<file path="config.mk">
export PLATFORM = sky130hd
export DESIGN_NAME = aud_session_ctrl_flat
export DESIGN_NICKNAME = d
export VERILOG_FILES = /design/src/rtl/aud_session_ctrl_pkg.sv /design/src/rtl/aud_session_ctrl_if.sv /design/src/rtl/aud_session_ctrl_slot_table.sv /design/src/rtl/aud_session_ctrl.sv /design/src/flat_wrapper.sv
export SDC_FILE = /design/constraint.sdc
export NUM_CORES = 1
export LEC_CHECK = 0
export ABC_AREA = 1
export BUFFER_PORTS_ARGS = -buffer_cell sky130_fd_sc_hd__buf_2
export CAP_MARGIN = 10
export CELL_PAD_IN_SITES_DETAIL_PLACEMENT = 1
export CELL_PAD_IN_SITES_GLOBAL_PLACEMENT = 2
export CORE_ASPECT_RATIO = 1.75
export CORE_UTILIZATION = 33
export DETAILED_ROUTE_END_ITERATION = 7
export PLACE_DENSITY_LB_ADDON = 0.1
export SLEW_MARGIN = 25
export SYNTH_ARGS = -nofsm -noshare
export SYNTH_HDL_FRONTEND = slang
export SYNTH_SLANG_ARGS = --single-unit
</file>
<file path="constraint.sdc">
create_clock -name MCLK -period 2.15 [get_ports MCLK]
set_clock_uncertainty 0.15 [all_clocks]
set_input_delay 0.3225 -clock MCLK [delete_from_list [all_inputs] [get_ports MCLK]]
set_output_delay 0.3225 -clock MCLK [all_outputs]
set_load 0.01 [all_outputs]
</file>
<file path="src/rtl/aud_session_ctrl_pkg.sv">
// Shared types, widths and slot-region address helpers for the audio session controller.
package aud_pkg;

  localparam int AUD_ADDR_W     = 18;
  localparam int AUD_SLOT_W     = 2;
  localparam int AUD_SLOT_LEN_W = 16;

  typedef enum logic [2:0] {IDLE, RST, ARM, RUN, FIN} aud_state_e;

  function automatic logic [AUD_ADDR_W-1:0] slot_start(input logic [AUD_SLOT_W-1:0] s);
    return {s, {AUD_SLOT_LEN_W{1'b0}}};
  endfunction

  // Exclusive end, so the last word of every slot region is never written.
  function automatic logic [AUD_ADDR_W-1:0] slot_rec_end(input logic [AUD_SLOT_W-1:0] s);
    return {s, {AUD_SLOT_LEN_W{1'b1}}};
  endfunction

  function automatic logic [AUD_ADDR_W-1:0] slot_play_end(input logic [AUD_SLOT_W-1:0]     s,
                                                         input logic [AUD_SLOT_LEN_W-1:0] len);
    return slot_start(s) + AUD_ADDR_W'(len);
  endfunction

endpackage

</file>
<file path="src/rtl/aud_session_ctrl_if.sv">
// Command, status and engine-control bundle between front panel, controller and audio engine.
interface aud_session_ctrl_if import aud_pkg::*; #(parameter int ADDR_W = AUD_ADDR_W);

  logic                  CMD_PLAY;
  logic                  CMD_REC;
  logic                  CMD_STOP;
  logic [AUD_SLOT_W-1:0] SLOT;
  logic                  AUD_RST_N;
  logic                  AUD_EN;
  logic                  AUD_RW;
  logic [ADDR_W-1:0]     AUD_ADDR1;
  logic [ADDR_W-1:0]     AUD_ADDR2;
  logic                  AUD_DONE;
  logic [ADDR_W-1:0]     MEM_CURRENT;
  logic                  BUSY;
  logic                  PLAYING;
  logic                  RECORDING;
  logic                  ERR;

  modport master (
    input  CMD_PLAY, CMD_REC, CMD_STOP, SLOT, AUD_DONE, MEM_CURRENT,
    output AUD_RST_N, AUD_EN, AUD_RW, AUD_ADDR1, AUD_ADDR2, BUSY, PLAYING, RECORDING, ERR
  );

  modport slave (
    output CMD_PLAY, CMD_REC, CMD_STOP, SLOT, AUD_DONE, MEM_CURRENT,
    input  AUD_RST_N, AUD_EN, AUD_RW, AUD_ADDR1, AUD_ADDR2, BUSY, PLAYING, RECORDING, ERR
  );

endinterface

</file>
<file path="src/rtl/aud_session_ctrl_slot_table.sv">
// Four-entry table of recording lengths: combinational read port, one write port, cleared on reset.
module aud_slot_table
  import aud_pkg::*;
(
  input  logic                      clk,
  input  logic                      rst_n,
  input  logic [AUD_SLOT_W-1:0]     rd_slot_i,
  output logic [AUD_SLOT_LEN_W-1:0] rd_len_o,
  input  logic                      wr_en_i,
  input  logic [AUD_SLOT_W-1:0]     wr_slot_i,
  input  logic [AUD_SLOT_LEN_W-1:0] wr_len_i
);

  localparam int N_SLOTS = 2 ** AUD_SLOT_W;

  logic [AUD_SLOT_LEN_W-1:0] len_q [N_SLOTS];

  // NOTE: this small array is deliberately reset so an aborted or reset session never leaves
  // a stale length behind; larger RAM-style storage would normally be left unreset.
  always_ff @(posedge clk or negedge rst_n) begin
    if (!rst_n) begin
      for (int i = 0; i < N_SLOTS; i++) len_q[i] <= '0;
    end else if (wr_en_i) begin
      len_q[wr_slot_i] <= wr_len_i;
    end
  end

  assign rd_len_o = len_q[rd_slot_i];

endmodule

</file>
<file path="src/rtl/aud_session_ctrl.sv">
// Session controller: sequences engine reset, arm and run for play/record sessions per slot.
// Optional build macro AUD_LOOP_PLAY_EN makes play sessions loop until STOP.
module aud_session_ctrl
  import aud_pkg::*;
#(
  parameter int ADDR_W  = AUD_ADDR_W,
  parameter int RST_CYC = 96,
  parameter int ARM_CYC = 144
) (
  input  logic               MCLK,
  input  logic               reset,
  aud_session_ctrl_if.master bus
);

`ifdef AUD_LOOP_PLAY_EN
  localparam bit LOOP_PLAY = 1'b1;
`else
  localparam bit LOOP_PLAY = 1'b0;
`endif

  localparam int CNT_MAX = (RST_CYC > ARM_CYC) ? RST_CYC : ARM_CYC;
  localparam int CNT_W   = $clog2(CNT_MAX + 1);

  aud_state_e                state_q;
  logic [CNT_W-1:0]          cnt_q;
  logic [AUD_SLOT_W-1:0]     slot_q;
  logic [AUD_SLOT_LEN_W-1:0] len_lat_q;
  logic                      abort_q;
  logic                      rst_n_q, en_q, rw_q, busy_q, playing_q, recording_q, err_q;
  logic [ADDR_W-1:0]         addr1_q, addr2_q;

  logic                      stop_c, rec_c, play_c;
  logic [AUD_SLOT_LEN_W-1:0] rd_len;
  logic                      tbl_we;
  logic                      unused_mem_hi;

  assign stop_c = bus.CMD_STOP;
  assign rec_c  = bus.CMD_REC  & ~bus.CMD_STOP;
  assign play_c = bus.CMD_PLAY & ~bus.CMD_REC & ~bus.CMD_STOP;

  assign tbl_we        = (state_q == FIN) & rw_q;
  assign unused_mem_hi = ^bus.MEM_CURRENT[ADDR_W-1:AUD_SLOT_LEN_W];

  aud_slot_table u_slot_table (
    .clk       (MCLK),
    .rst_n     (reset),
    .rd_slot_i (bus.SLOT),
    .rd_len_o  (rd_len),
    .wr_en_i   (tbl_we),
    .wr_slot_i (slot_q),
    .wr_len_i  (len_lat_q)
  );

  // NOTE: every state and output register uses non-blocking assignment so all of them update
  // together from the values sampled at the same edge.
  always_ff @(posedge MCLK or negedge reset) begin
    if (!reset) begin
      state_q     <= IDLE;
      cnt_q       <= '0;
      slot_q      <= '0;
      len_lat_q   <= '0;
      abort_q     <= 1'b0;
      rst_n_q     <= 1'b0;
      en_q        <= 1'b0;
      rw_q        <= 1'b0;
      busy_q      <= 1'b0;
      playing_q   <= 1'b0;
      recording_q <= 1'b0;
      err_q       <= 1'b0;
      addr1_q     <= '0;
      addr2_q     <= '0;
    end else begin
      err_q <= 1'b0;
      unique case (state_q)
        IDLE: begin
          if (rec_c || (play_c && rd_len != '0)) begin
            slot_q      <= bus.SLOT;
            rw_q        <= rec_c;
            addr1_q     <= ADDR_W'(slot_start(bus.SLOT));
            addr2_q     <= rec_c ? ADDR_W'(slot_rec_end(bus.SLOT))
                                 : ADDR_W'(slot_play_end(bus.SLOT, rd_len));
            len_lat_q   <= '0;
            abort_q     <= 1'b0;
            busy_q      <= 1'b1;
            recording_q <= rec_c;
            playing_q   <= ~rec_c;
            cnt_q       <= '0;
            state_q     <= RST;
          end else if (play_c) begin
            err_q <= 1'b1;
          end
        end
        // The counter includes the entry edge, so enable rises RST_CYC+1 edges after the command.
        RST: begin
          if (stop_c) begin
            abort_q <= 1'b1;
            state_q <= FIN;
          end else if (cnt_q == CNT_W'(RST_CYC)) begin
            rst_n_q <= 1'b1;
            en_q    <= 1'b1;
            cnt_q   <= '0;
            state_q <= ARM;
          end else begin
            cnt_q <= cnt_q + 1'b1;
          end
        end
        // Done is spurious here; RUN is entered one edge early so done is first sampled ARM_CYC
        // edges after enable rose.
        ARM: begin
          if (stop_c) begin
            abort_q <= 1'b1;
            state_q <= FIN;
          end else if (cnt_q == CNT_W'(ARM_CYC - 2)) begin
            state_q <= RUN;
          end else begin
            cnt_q <= cnt_q + 1'b1;
          end
        end
        RUN: begin
          if (stop_c) begin
            if (rw_q) len_lat_q <= bus.MEM_CURRENT[AUD_SLOT_LEN_W-1:0];
            abort_q <= 1'b1;
            state_q <= FIN;
          end else if (bus.AUD_DONE) begin
            len_lat_q <= '1;
            state_q   <= FIN;
          end
        end
        FIN: begin
          rst_n_q <= 1'b0;
          en_q    <= 1'b0;
          if (LOOP_PLAY && !rw_q && !abort_q) begin
            cnt_q   <= '0;
            state_q <= RST;
          end else begin
            busy_q      <= 1'b0;
            playing_q   <= 1'b0;
            recording_q <= 1'b0;
            state_q     <= IDLE;
          end
        end
        default: state_q <= IDLE;
      endcase
      if ((rec_c || play_c) && state_q != IDLE) err_q <= 1'b1;
    end
  end

  assign bus.AUD_RST_N = rst_n_q;
  assign bus.AUD_EN    = en_q;
  assign bus.AUD_RW    = rw_q;
  assign bus.AUD_ADDR1 = addr1_q;
  assign bus.AUD_ADDR2 = addr2_q;
  assign bus.BUSY      = busy_q;
  assign bus.PLAYING   = playing_q;
  assign bus.RECORDING = recording_q;
  assign bus.ERR       = err_q;

endmodule
</file>
<file path="src/flat_wrapper.sv">
// flat-port wrapper written by rule: the top's interface ports become plain ports
module aud_session_ctrl_flat import aud_pkg::*;
#(
  parameter int ADDR_W  = AUD_ADDR_W,
  parameter int RST_CYC = 96,
  parameter int ARM_CYC = 144
)
  (MCLK, reset, bus_CMD_PLAY, bus_CMD_REC, bus_CMD_STOP, bus_SLOT, bus_AUD_DONE, bus_MEM_CURRENT, bus_AUD_RST_N, bus_AUD_EN, bus_AUD_RW, bus_AUD_ADDR1, bus_AUD_ADDR2, bus_BUSY, bus_PLAYING, bus_RECORDING, bus_ERR);
  aud_session_ctrl_if #(.ADDR_W(ADDR_W)) bus_i ();
  input  logic MCLK;
  input  logic reset;
  input wire logic [$bits(bus_i.CMD_PLAY)-1:0] bus_CMD_PLAY;
  input wire logic [$bits(bus_i.CMD_REC)-1:0] bus_CMD_REC;
  input wire logic [$bits(bus_i.CMD_STOP)-1:0] bus_CMD_STOP;
  input wire logic [$bits(bus_i.SLOT)-1:0] bus_SLOT;
  input wire logic [$bits(bus_i.AUD_DONE)-1:0] bus_AUD_DONE;
  input wire logic [$bits(bus_i.MEM_CURRENT)-1:0] bus_MEM_CURRENT;
  output wire logic [$bits(bus_i.AUD_RST_N)-1:0] bus_AUD_RST_N;
  output wire logic [$bits(bus_i.AUD_EN)-1:0] bus_AUD_EN;
  output wire logic [$bits(bus_i.AUD_RW)-1:0] bus_AUD_RW;
  output wire logic [$bits(bus_i.AUD_ADDR1)-1:0] bus_AUD_ADDR1;
  output wire logic [$bits(bus_i.AUD_ADDR2)-1:0] bus_AUD_ADDR2;
  output wire logic [$bits(bus_i.BUSY)-1:0] bus_BUSY;
  output wire logic [$bits(bus_i.PLAYING)-1:0] bus_PLAYING;
  output wire logic [$bits(bus_i.RECORDING)-1:0] bus_RECORDING;
  output wire logic [$bits(bus_i.ERR)-1:0] bus_ERR;
  assign bus_i.CMD_PLAY = bus_CMD_PLAY;
  assign bus_i.CMD_REC = bus_CMD_REC;
  assign bus_i.CMD_STOP = bus_CMD_STOP;
  assign bus_i.SLOT = bus_SLOT;
  assign bus_i.AUD_DONE = bus_AUD_DONE;
  assign bus_i.MEM_CURRENT = bus_MEM_CURRENT;
  assign bus_AUD_RST_N = bus_i.AUD_RST_N;
  assign bus_AUD_EN = bus_i.AUD_EN;
  assign bus_AUD_RW = bus_i.AUD_RW;
  assign bus_AUD_ADDR1 = bus_i.AUD_ADDR1;
  assign bus_AUD_ADDR2 = bus_i.AUD_ADDR2;
  assign bus_BUSY = bus_i.BUSY;
  assign bus_PLAYING = bus_i.PLAYING;
  assign bus_RECORDING = bus_i.RECORDING;
  assign bus_ERR = bus_i.ERR;
  aud_session_ctrl #(.ADDR_W(ADDR_W), .RST_CYC(RST_CYC), .ARM_CYC(ARM_CYC)) u_core (.MCLK(MCLK), .reset(reset), .bus(bus_i));
endmodule
</file>
==> results.tsv <==
metric	value	unit
cts_setup_buffers	0	
worstHoldPathType	primary input to flop	
cts_buffer_depth	2	
synth-compound-area-share	0.0547	
antenna_found_initial	0	
io_buffer_count	50	
synth_simple_gate_area_frac	0.226	
crit_type	flop to flop	
synthAdderAreaFrac	0.00662	
period_share	0.943	
synthMuxAreaShare	0.119	
synth_cell_types	32	
vdd_drop_max	497	uV
grt_max_degree	42	
insertion_delay	0.41	ns
area_growth	27.1	%
postSynthAreaPerCell	9.23	sq um
ios	69	
htreeDepth	4	
required	2.29	ns
worst_slew_pin_slew	0.544	ns
dieArea	17700	sq um
synth_cells	614	
cts_tree	done	
wire_per_inst	16.5	um
reg2reg_from	u_core.state_q[0]	
yosysSeqAreaShare	0.508	
nNetsFinal	746	
crit_start	u_core.state_q[0]	
drv_cap	0	
die_y	175	um
worstHoldStart	bus_MEM_CURRENT[5]	
fp.coreArea	16900	sq um
whs_endpoint	u_core.len_lat_q[5]	
drv_slew	0	
synth_top_family_by_area	simple AND/OR/NAND/NOR gates	
final.min_clock_period	2.03	ns
r2r-end	u_core.u_slot_table.len_q[57]	
stdcell_count	957	
reg2reg_depth	7	
grt_pass1_vias	4903	
critical_path.startpoint_type	flop	
grt_pass1_wl	25.4	mm
wl	15.8	mm
rsz0062_at_grt	no	
final_core_util	0.427	
drtIter0Drc	98	
final_hold_viol_count	0	
dr.pass1.iters	4	
start_util	0.336	
synth_warnings	0	
endpoint_kind	flop	
arrival	2.17	ns
max_freq	493	MHz
dp.cells	923	
cts_made_buffers	17	
place_congestion	0.781	
power_leakage	3.67	nW
final_antenna_net_count	0	
drc_errors	0	
die_w	101	um
cts.clk_slew.worst_paths	0.06	ns
row_count	63	
grtUsageTotal	0.191	
slew_headroom	0.637	
n_antenna_cell	0	
synth_area_leader_cell	dfrtp_1	
synth_xor_area_frac	0.00464	
cts.sinks	115	
final_layout_size_suffix_gt1_frac	0.290	
run_status	finished, final reports clean	
dp_hpwl	11.0	mm
ys_ff_latch	115	
synth.top_cells.by_area	dfrtp_1 51%, nand2_1 11%, mux2_2 9.5%	
viasPerCell	4.74	
syn-cell-area	5670	sq um
cts_root_buffer	clkbuf_16	
hold_depth	5	
grt_remaining_overflow	0	
setup_viol	0	
synth_top_area_share	0.508	
rrSetupSlack	0.12	ns
powerDensity	1110	nW/um^2
vias	4540	
critPathMaxFanout	17	
==> repair_timing <==
action,4_1_cts,5_1_grt
endpoints found under the setup margin,0,39
endpoints found under the hold margin,35,0
hold buffers,1,0
resized for setup,0,10
==> critical path, cell delays in order (launching register included) <==
cell and delay [ns]:
dfrtp_1 0.41, nor2_1 0.15, nand2_1 0.12, inv_1 0.11, nand2_2 0.15, nor3_2 0.23, buf_12 0.22, mux2_2 0.35
==> state kept, by name (all words and copies together), names as in the netlist <==
register                   cells
u_core.bus.AUD_RST_N           1
u_core.bus.PLAYING             1
u_core.bus.RECORDING           1
u_core.cnt_q                   8
u_core.bus.ERR                 1
u_core.bus.AUD_ADDR2          18
u_core.u_slot_table.len_q     64
u_core.bus.BUSY                1
u_core.len_lat_q              16
u_core.state_q                 3
u_core.bus.AUD_RW              1
==> cell usage in the layout, fill, tap and decap left out, types with 2 or more instances in the layout <==
| cell | count |
|---|---|
| a21oi_1 | 18 |
| buf_12 | 9 |
| buf_2 | 49 |
| buf_4 | 58 |
| bufinv_16 | 3 |
| clkbuf_1 | 2 |
| clkbuf_16 | 18 |
| clkbuf_8 | 4 |
| clkinv_2 | 4 |
| conb_1 | 16 |
| dfrtp_1 | 115 |
| ha_1 | 3 |
| inv_1 | 24 |
| mux2_1 | 12 |
| mux2_2 | 48 |
| nand2_1 | 171 |
| nand2_2 | 2 |
| nand3_1 | 36 |
| nand3_2 | 2 |
| nand3b_1 | 2 |
| nand4_1 | 20 |
| nor2_1 | 48 |
| nor2_2 | 3 |
| nor3_1 | 4 |
| nor3_4 | 3 |
| o21ai_0 | 21 |
| o21ai_1 | 20 |
| xor2_1 | 2 |
==> cells in the mapped netlist (all sizes together) <==
master,instances
o31ai,1
inv,26
nand3b,2
xnor2,1
nand3,39
dfrtp,115
xor2,2
clkbuf,6
nor2,51
mux2,60
or2,2
nand4,20
nor3,8
a21oi,18
conb,1
o21ai,41
nor4,1
nand2,173
ha,3
o21bai,1
buf,43
==> final cells by class <==
| type | instances | area (sq um) |
|---|---|---|
| multi-input combinational | 439 | 2430 |
| timing repair buffer | 118 | 896 |
| fill | 2028 | 9660 |
| clock buffer | 23 | 488 |
| tap | 227 | 284 |
| inverter | 26 | 105 |
| sequential | 115 | 2880 |
| clock inverter | 9 | 126 |
==> layer usage <==
| metal | wire, um | vias up | share of wire | global-route usage |
|---|---|---|---|---|
| met2 | 8850 | 53 | 0.56 | 0.364 |
| met5 | 0 | - | 0 | 0 |
| met3 | 346 | 17 | 0.022 | 0.0346 |
| li1 | - | 2206 | - | - |
| met1 | 6320 | 2264 | 0.40 | 0.207 |
| met4 | 243 | 0 | 0.015 | 0.0628 |
==> where the power goes <==
group	internal (mW)	total (mW)	switching (mW)
logic	0.885	2.09	1.21
clock network	1.94	2.93	0.989
registers	2.62	3.00	0.378
==> how the worst max path moves through the flow <==
| stage | end | slack, ns | depth (start not counted) |
|---|---|---|---|
| floorplan | u_core.u_slot_table.len_q[48] | 0.14 | 7 |
| global placement | u_core.cnt_q[4] | -0.26 | 13 |
| detailed placement | u_core.cnt_q[5] | -0.28 | 13 |
| CTS | u_core.bus.AUD_ADDR2[6] | 0.03 | 11 |
| global route | u_core.state_q[1] | 0.004 | 10 |
| finish | u_core.u_slot_table.len_q[57] | 0.12 | 7 |
==> kinds of logic (layout without fill, tap and decap cells) <==
group | Yosys count | count (layout)
and+or+nand+nor | 296 | 296
buffers and inverters | 75 | 176
other | 1 | 16
xor gates and xnor gates | 3 | 3
adders and majority gates | 3 | 3
AOI/OAI and AO/OA | 61 | 61
DFF | 115 | 115
muxes | 60 | 60
==> metrics by stage <==
step	worst slack [ns]	power (mW)	hold slack, ns	area, sq um	TNS, ns
4_1_cts	0.0263	8.06	0.145	7140	0
6_report	0.124	8.01	0.156	7200	0
2_1_floorplan	0.142	4.19	-0.123	5720	0
3_5_place_dp	-0.283	5.10	0.195	6520	-12.57
5_1_grt	0.00387	8.50	0.157	7200	0
3_3_place_gp	-0.257	5.02	0.184	6520	-11.35
Power figures use the tool's default switching activity.
